$ cat src/rtl/pool_reduce_tree_if.sv
// Beat-level handshake bundle for pool_reduce_tree: window in, reduced result out.
// The slave modport is the reduction tree; master is the window generator / writeback side.
interface pool_reduce_tree_if #(
  parameter int DATA_WIDTH = 32,
  parameter int N_IN       = 9,
  parameter int IDX_W      = $clog2(N_IN)
);
  logic                         in_valid;
  logic                         in_ready;
  logic [N_IN*DATA_WIDTH-1:0]   in_data;
  logic [1:0]                   in_mode;
  logic                         out_valid;
  logic                         out_ready;
  logic signed [DATA_WIDTH-1:0] out_data;
  logic [IDX_W-1:0]             out_idx;
  logic                         out_sat;

  modport master (
    output in_valid, in_data, in_mode, out_ready,
    input  in_ready, out_valid, out_data, out_idx, out_sat
  );

  modport slave (
    input  in_valid, in_data, in_mode, out_ready,
    output in_ready, out_valid, out_data, out_idx, out_sat
  );
endinterface

$ cat src/rtl/pool_reduce_tree.sv
// Pipelined N-input max/min/sum reduction tree with winner index and output saturation.
// One registered tree level per pipeline stage; the whole pipe advances or holds as a unit.
module pool_reduce_tree #(
  parameter int DATA_WIDTH = 32,
  parameter int N_IN       = 9,
  parameter int IDX_W      = $clog2(N_IN)
) (
  input logic               clk,
  input logic               rst,
  pool_reduce_tree_if.slave bus
);
  localparam int LEVELS = $clog2(N_IN);
  localparam int VAL_W  = DATA_WIDTH + LEVELS;
  localparam logic [1:0] MODE_MIN = 2'b01;
  localparam logic [1:0] MODE_SUM = 2'b10;

  typedef logic signed [VAL_W-1:0] val_t;

  localparam val_t SAT_MAX = val_t'({1'b0, {(DATA_WIDTH-1){1'b1}}});
  localparam val_t SAT_MIN = ~SAT_MAX;

  function automatic int nodes(input int lvl);
    return (N_IN + (1 << (lvl + 1)) - 1) >> (lvl + 1);
  endfunction

  // Strict compare keeps the left (lower-index) operand on ties.
  function automatic logic right_wins(input logic [1:0] m, input val_t a, input val_t b);
    if (m == MODE_MIN) return b < a;
    return b > a;
  endfunction

  function automatic logic sum_overflow(input val_t v);
    return (v > SAT_MAX) || (v < SAT_MIN);
  endfunction

  function automatic logic signed [DATA_WIDTH-1:0] sum_clamp(input val_t v);
    if (v > SAT_MAX) return SAT_MAX[DATA_WIDTH-1:0];
    if (v < SAT_MIN) return SAT_MIN[DATA_WIDTH-1:0];
    return v[DATA_WIDTH-1:0];
  endfunction

  val_t             val_q  [LEVELS][N_IN];
  val_t             val_d  [LEVELS][N_IN];
  logic [IDX_W-1:0] idx_q  [LEVELS][N_IN];
  logic [IDX_W-1:0] idx_d  [LEVELS][N_IN];
  logic [1:0]       mode_q [LEVELS];
  logic [LEVELS-1:0] vld_q;

  logic en;
  logic out_vld;

  assign out_vld      = vld_q[LEVELS-1];
  assign en           = !out_vld || bus.out_ready;
  assign bus.in_ready = en && !rst;

  always_comb begin
    int np;
    int jp;
    int b;
    val_t va;
    val_t vb;
    logic [IDX_W-1:0] ia;
    logic [IDX_W-1:0] ib;
    logic [1:0] m;
    np = 0;
    jp = 0;
    b  = 0;
    va = '0;
    vb = '0;
    ia = '0;
    ib = '0;
    m  = '0;
    for (int j = 0; j < LEVELS; j++) begin
      for (int i = 0; i < N_IN; i++) begin
        val_d[j][i] = '0;
        idx_d[j][i] = '0;
      end
    end
    for (int j = 0; j < LEVELS; j++) begin
      jp = (j == 0) ? 0 : j - 1;
      np = (j == 0) ? N_IN : nodes(jp);
      m  = (j == 0) ? bus.in_mode : mode_q[jp];
      for (int i = 0; i < (N_IN + 1) / 2; i++) begin
        b = (2 * i + 1 < N_IN) ? 2 * i + 1 : 2 * i;
        if (j == 0) begin
          va = val_t'($signed(bus.in_data[2 * i * DATA_WIDTH +: DATA_WIDTH]));
          vb = val_t'($signed(bus.in_data[b * DATA_WIDTH +: DATA_WIDTH]));
          ia = IDX_W'(2 * i);
          ib = IDX_W'(b);
        end else begin
          va = val_q[jp][2 * i];
          vb = val_q[jp][b];
          ia = idx_q[jp][2 * i];
          ib = idx_q[jp][b];
        end
        if (i < nodes(j)) begin
          if (2 * i + 1 >= np) begin
            val_d[j][i] = va;
            idx_d[j][i] = ia;
          end else if (m == MODE_SUM) begin
            val_d[j][i] = va + vb;
            idx_d[j][i] = '0;
          end else if (right_wins(m, va, vb)) begin
            val_d[j][i] = vb;
            idx_d[j][i] = ib;
          end else begin
            val_d[j][i] = va;
            idx_d[j][i] = ia;
          end
        end
      end
    end
  end

  // Stage boundary: one tree level per register, valid bits travel with their level.
  always_ff @(posedge clk) begin
    if (rst) begin
      vld_q <= '0;
    end else if (en) begin
      vld_q[0] <= bus.in_valid;
      for (int j = 1; j < LEVELS; j++) vld_q[j] <= vld_q[j-1];
    end
  end

  always_ff @(posedge clk) begin
    if (en) begin
      val_q     <= val_d;
      idx_q     <= idx_d;
      mode_q[0] <= bus.in_mode;
      for (int j = 1; j < LEVELS; j++) mode_q[j] <= mode_q[j-1];
    end
  end

  // Data regs are not reset, so results are gated by valid to read 0 when idle.
  val_t       fin_val;
  logic [1:0] fin_mode;
  assign fin_val  = val_q[LEVELS-1][0];
  assign fin_mode = mode_q[LEVELS-1];

  assign bus.out_valid = out_vld;
  assign bus.out_data  = !out_vld ? '0 :
                         (fin_mode == MODE_SUM) ? sum_clamp(fin_val) : fin_val[DATA_WIDTH-1:0];
  assign bus.out_idx   = (!out_vld || fin_mode == MODE_SUM) ? '0 : idx_q[LEVELS-1][0];
  assign bus.out_sat   = out_vld && (fin_mode == MODE_SUM) && sum_overflow(fin_val);
endmodule

$ cat src/flat_wrapper.sv
// flat-port wrapper written by rule: the top's interface ports become plain ports
module pool_reduce_tree_flat 
#(
  parameter int DATA_WIDTH = 32,
  parameter int N_IN       = 9,
  parameter int IDX_W      = $clog2(N_IN)
)
  (clk, rst, bus_in_valid, bus_in_data, bus_in_mode, bus_out_ready, bus_in_ready, bus_out_valid, bus_out_data, bus_out_idx, bus_out_sat);
  pool_reduce_tree_if #(.DATA_WIDTH(DATA_WIDTH), .N_IN(N_IN), .IDX_W(IDX_W)) bus_i ();
  input logic clk;
  input logic rst;
  input wire logic [$bits(bus_i.in_valid)-1:0] bus_in_valid;
  input wire logic [$bits(bus_i.in_data)-1:0] bus_in_data;
  input wire logic [$bits(bus_i.in_mode)-1:0] bus_in_mode;
  input wire logic [$bits(bus_i.out_ready)-1:0] bus_out_ready;
  output wire logic [$bits(bus_i.in_ready)-1:0] bus_in_ready;
  output wire logic [$bits(bus_i.out_valid)-1:0] bus_out_valid;
  output wire logic [$bits(bus_i.out_data)-1:0] bus_out_data;
  output wire logic [$bits(bus_i.out_idx)-1:0] bus_out_idx;
  output wire logic [$bits(bus_i.out_sat)-1:0] bus_out_sat;
  assign bus_i.in_valid = bus_in_valid;
  assign bus_i.in_data = bus_in_data;
  assign bus_i.in_mode = bus_in_mode;
  assign bus_i.out_ready = bus_out_ready;
  assign bus_in_ready = bus_i.in_ready;
  assign bus_out_valid = bus_i.out_valid;
  assign bus_out_data = bus_i.out_data;
  assign bus_out_idx = bus_i.out_idx;
  assign bus_out_sat = bus_i.out_sat;
  pool_reduce_tree #(.DATA_WIDTH(DATA_WIDTH), .N_IN(N_IN), .IDX_W(IDX_W)) u_core (.clk(clk), .rst(rst), .bus(bus_i));
endmodule
$ cat config.mk
export PLATFORM = sky130hd
export DESIGN_NAME = pool_reduce_tree_flat
export DESIGN_NICKNAME = d
export VERILOG_FILES = /design/src/rtl/pool_reduce_tree_if.sv /design/src/rtl/pool_reduce_tree.sv /design/src/flat_wrapper.sv
export SDC_FILE = /design/constraint.sdc
export NUM_CORES = 2
export LEC_CHECK = 0
export CORE_MARGIN = 2
export CORE_UTILIZATION = 30
export CTS_BUF_LIST = sky130_fd_sc_hd__clkbuf_2 sky130_fd_sc_hd__clkbuf_4 sky130_fd_sc_hd__clkbuf_8
export CTS_CLUSTER_DIAMETER = 100
export DETAILED_ROUTE_END_ITERATION = 10
export HOLD_SLACK_MARGIN = 0.12
export PLACE_DENSITY_LB_ADDON = 0.05
export SETUP_SLACK_MARGIN = 0.4
export SLEW_MARGIN = 10
export SYNTH_ARGS = -nofsm -noshare
export SYNTH_HDL_FRONTEND = slang
export SYNTH_SLANG_ARGS = --single-unit
$ cat constraint.sdc
create_clock -name clk -period 22 [get_ports clk]
set_clock_uncertainty 0.1 [all_clocks]
set_input_delay 2.2 -clock clk [delete_from_list [all_inputs] [get_ports clk]]
set_output_delay 2.2 -clock clk [all_outputs]
set_load 0.02 [all_outputs]
# Yosys cells after proc, flatten, opt, wreduce, memory -nomap -nowiden
# Memory sizes are Yosys's and may differ from the RTL's.
# Index checks and enable logic that the tools add are counted.
# totals
register_bits	420
latchBits	0
ram_bits	8
rom_bits	0
input_bits	294
output_inout_bits	39
elab_cells	134
mem_count	1
# op_classes
addsub	8
mul	0
div_mod_pow	0
n_lt_le_gt_ge	18
n_eq_ne	9
n_shift	0
muxes	68
bitwise_logic	0
reduce_logical	9
# mem_list
memory	depth	width	rd	rd_clocked_by_memory_dff	wr	line_no	rtl
u_core.mode_q	4	2	4	0	4	pool_reduce_tree.sv:46	logic [1:0] mode_q [LEVELS];
# ops
op	count
36-bit 2-to-1 mux	16
32-bit 2-to-1 mux	6
32-bit by 32-bit adder with 33-bit output	4
32-bit greater-than comparator	4
32-bit < comparator	4
36-bit adder	3
36-bit greater-than comparator	3
36-bit < comparator	3
1-bit 2-to-1 mux	41
36-bit by 32-bit adder with 36-bit output	1
32-bit by 36-bit greater-than comparator with 1-bit output	1
36-bit by 32-bit greater-than comparator with 1-bit output (second input constant)	1
32-bit by 36-bit < comparator with 1-bit output	1
36-bit by 32-bit < comparator with 1-bit output (second input constant)	1
4-bit 2-to-1 mux	5
2-bit equality test (second input constant)	5
2-bit by 1-bit equality test with 1-bit output (second input constant)	4
1-bit logical AND	3
1-bit logical OR	3
1-bit zero test	2
2-bit OR reduction	1

# Depth between registers and ports, before layout
# An unclocked memory read counts as a cell.
# depth
depth_word	8
depth_mapped	16
mapped_depth_nobuf	14

# Worst setup path before layout
# No wires, ideal clock.
# synth_path
path_type	input to register
start	input bus_out_ready
end	register u_core.val_q (netlist bit u_core.fin_val[0]) (enable)
setup_ps	743
arrival_ps	10033
t_required_ps	21157
path_slack_ps	11124
cell_stages	3
path_buffers	1
cell_sequence	nor2b_1 > clkbuf_1 > inv_1
# synth_between
elab_chain_cells	1
# synth_rtl
element	line_no	rtl
start: declaration	flat_wrapper.sv:15	input wire logic [$bits(bus_i.out_ready)-1:0] bus_out_ready;
1-bit logical OR	pool_reduce_tree.sv:53	assign en = !out_vld || bus.out_ready;
end signal: assignment	pool_reduce_tree.sv:127	val_q <= val_d;
end: declaration	pool_reduce_tree.sv:42	val_t val_q [LEVELS][N_IN];
# Every way passes these cells.
# A chain may end at the register's enable or synchronous reset.

# Final worst setup path
# layout_path
start	input bus_out_ready
end	output bus_in_ready
# layout_between
elab_chain_cells	2
# layout_rtl
element	line_no	rtl
1-bit logical OR	pool_reduce_tree.sv:53	
1-bit logical AND	pool_reduce_tree.sv:54	assign bus.in_ready = en && !rst;
end: declaration	flat_wrapper.sv:16	output wire logic [$bits(bus_i.in_ready)-1:0] bus_in_ready;
# Every way passes these cells.

==> results.txt <==
----------------------------------------------------
[STA]
  Unrepaired setup endpoints after global routing ... no
  Slew at the pin closest to its max-slew limit ... 1.07 ns
  Setup slack of the critical path after layout ... 15.84 ns
  Worst rel slew slack ... 27.7%
  Final Cycle Share ... 28.0%
  Max Clock Freq ... 0.162 GHz
  Final period demand of the worst path ... 6.16 ns
  Setup-violating endpoint count in the final report ... 0
  Sum Neg Setup Slack ... 0 ns
  Max-slew violation total from the final report ... 0
  Count of endpoints failing hold in the final timing report ... 0

[Pwr]
  Power per cell area ... 97.4 nW/µm²
  Peak VDD IR ... 0.0793 mV
  Total power draw ... 4360 µW
  Static power due to leakage ... 0.0191 µW

[Synth]
  Post-synth net total ... 5243
  Sequential share of the synthesized area ... 31.4%
  Mean area per synthesized cell ... 8.65 µm²
  Primary FF master, synth ... edfxtp_1
  Number of standard cells after synthesis ... 4411
  Cells taking the most area after synthesis ... edfxtp_1, ha_1, a21oi_1, inv_1, o21ai_0
  Post-synth EDFFs ... 397
  Number of synthesized register bits ... 401
  Dominant cell type by area after synthesis ... edfxtp_1
  Synthesis Warnings ... 0
  Number of library cell types mapped by synthesis ... 90
  Post-synth design cell area ... 38200 µm²
  Proportion of register bits with asynchronous set or reset after synthesis ... 0%
  Area share of the leading cell type in the synthesized netlist ... 31.2%

[Floorplan]
  Die footprint ... 130000 µm²
  Number of I/O pins ... 333
  Die Span X ... 361 µm
  Number of placement rows ... 130
  Vertical die dimension ... 361 µm
  Initial core utilization ... 30.3%
  Standard cell core area ... 126000 µm²

[Setup path]
  Worst Path Class, Setup ... input pin to output port
  Capturing element type of the critical path ... output port
  Crit path max fanout ... 6
  Required @ worst endpoint ... 19.70 ns
  Cell with the largest stage delay on the worst path ... nor2b_1
  Dominant delay contributor by cell family on the critical path ... buffers and inverters
  Critical path cell sequence ... clkdlybuf4s50_1 -> nor2b_1 -> nor2_1 -> clkdlybuf4s50_1
  Number of buffer and inverter instances along the worst setup path ... 2
  Most frequent cell on the critical path ... clkdlybuf4s50_1
  WP data arrival ... 3.86 ns
  Crit start category ... input pin
  Max incr delay on CP ... 0.61 ns

[Route]
  Violation count after the first detailed-routing iteration ... 2115
  Total wire length after detailed routing ... 120 mm
  Number of iterations in the first detailed-routing pass ... 6
  Drt wl/cell ... 18.8 µm
  Vias ... 31388
  Number of nets with antenna violations after detailed routing ... 0
  DRC violation count after routing ... 0
  Mean number of vias per cell ... 4.90

[Cells and area]
  Area growth from synthesis to layout ... 17.2%
  Leading cell types in the layout, fill and taps excluded ... ha_1, inv_1, a21oi_1
  Fill count ... 13245
  Fin nets ... 5531
  Fraction of layout instances using a drive strength above 1 ... 4.73%
  Most common cell after layout, fill and taps aside ... ha_1

[Clock tree]
  H-tree levels ... 3
  Hold buffer count at CTS ... 0
  Insertion delay to the later sink of the worst-skew pair ... 0.70 ns
  Clock tree from TritonCTS ... built
  CTS Buffer Depth ... 3
  Setup Buffers After CTS ... 0
  Clock transition at path regs ... 0.06 ns
  Num Clock Sinks ... 401
  Clock buffer count from CTS ... 82
  Clock Root Buffer ... clkbuf_8
  PostCTS Resize Cnt ... 0

[Place]
  Post-Place Worst Slack ... 15.19 ns
  Port-buffer cells ... 332
  Gpl congestion ... 0.839
  Sum of net half-perimeters after detailed placement ... 96.1 mm

[Global routing]
  Largest net degree at the start of global routing ... 153
  Total gr overflow ... 0
  Number of antenna violations at the first check in global routing ... 6
  Global-route total usage across every layer ... 18.0%
  Number of global-route vias before repair ... 31123
  Global-route wire length before repair ... 184 mm

[Outcome]
  Status ... complete, no violations

[Worst hold path]
  Worst hold-check path type ... flip-flop to flip-flop

[Flow run]
  Max_cap viols ... 0

----------------------------------------------------
==> per-layer routing <==
metal,share of wire [%],routed length [µm],track usage (%),up-vias
li1,-,-,-,16182
met2,46,55600,30.0,566
met4,1.4,1710,3.71,4
met3,3.6,4380,2.25,112
met5,0.023,28,0,-
met1,49,58600,24.9,14524
==> state kept, by name, summed over array words and instances, names as in the netlist <==
name            flops
u_core.fin_val     36
u_core.idx_q       17
u_core.mode_q       8
u_core.val_d       64
u_core.val_q      272
u_core.vld_q        4
==> kinds of logic (layout without fill, tap and decap cells) <==
logic type / after synthesis / after routing / synth area share, %
multiplexers: 187 / 187 / 5.08
AO/OA/AOI/OAI: 1251 / 1251 / 20.0
buffers and inverters: 653 / 998 / 6.63
flip-flops: 401 / 401 / 31.4
XOR/XNOR: 230 / 230 / 5.28
other: 0 / 1 / 0
adder cells (fa/ha/maj): 538 / 538 / 17.8
AND/OR/NAND/NOR: 1151 / 1151 / 13.8
==> synthesized netlist by cell type (all sizes together) (6+ instances only) <==
master,count
o31ai,34
edfxtp,397
o41ai,10
clkbuf,109
a311oi,12
nand4,54
inv,498
xnor2,176
o2111ai,6
mux2i,156
buf,45
nand2b,59
ha,530
nor2,415
o211a,13
a21boi,43
nor3,76
or3,26
a211o,9
a21o,44
a21oi,450
nor2b,60
a221oi,15
mux2,31
a211oi,34
o21a,14
o21ba,6
xor2,54
nand2,330
a31oi,29
and2,16
a2111oi,9
nor4,35
o211ai,16
fa,8
nand3,29
and3,17
or4,14
o21bai,89
o21ai,347
o22ai,17
==> worst paths after layout <==
kind | start | end | slack [ns] | cells past startpoint
setup / recovery | bus_out_ready | bus_in_ready | 15.84 | 4
hold / removal | u_core.val_d[889] | u_core.val_d[601] | 0.31 | 0
setup reg to reg | u_core.val_q[1240] | u_core.val_q[941] | 16.95 | 11
hold reg to reg | u_core.val_d[889] | u_core.val_d[601] | 0.31 | 0
==> where the power goes <==
group / switching (µW) / internal (µW)
clock: 348 / 419
combinational: 1370 / 930
sequential: 186 / 1110
total: 1900 / 2460
==> through the flow <==
step	instances	utilization [%]	hold WS (ns)	cell area [µm²]
2_1_floorplan	4411	-	0.300	38200
3_3_place_gp	6265	34.3	0.302	43200
3_5_place_dp	6265	34.3	0.305	43200
4_1_cts	6406	35.5	0.317	44700
5_1_grt	6407	35.5	0.320	44700
6_report	6407	35.5	0.313	44700
==> layout make-up <==
cell class,instances,area (µm²),share of cell area [%]
flip-flops and latches,401,12000,26.8
well taps,1650,2060,4.61
repair buffers,358,3530,7.89
multi-input cells,3357,23700,53.0
clock buffers,104,1290,2.89
inverters,499,1880,4.20
clock inverters,37,262,0.585
diodes,1,2.50,0.00559
(Power assumes the default switching activity.)
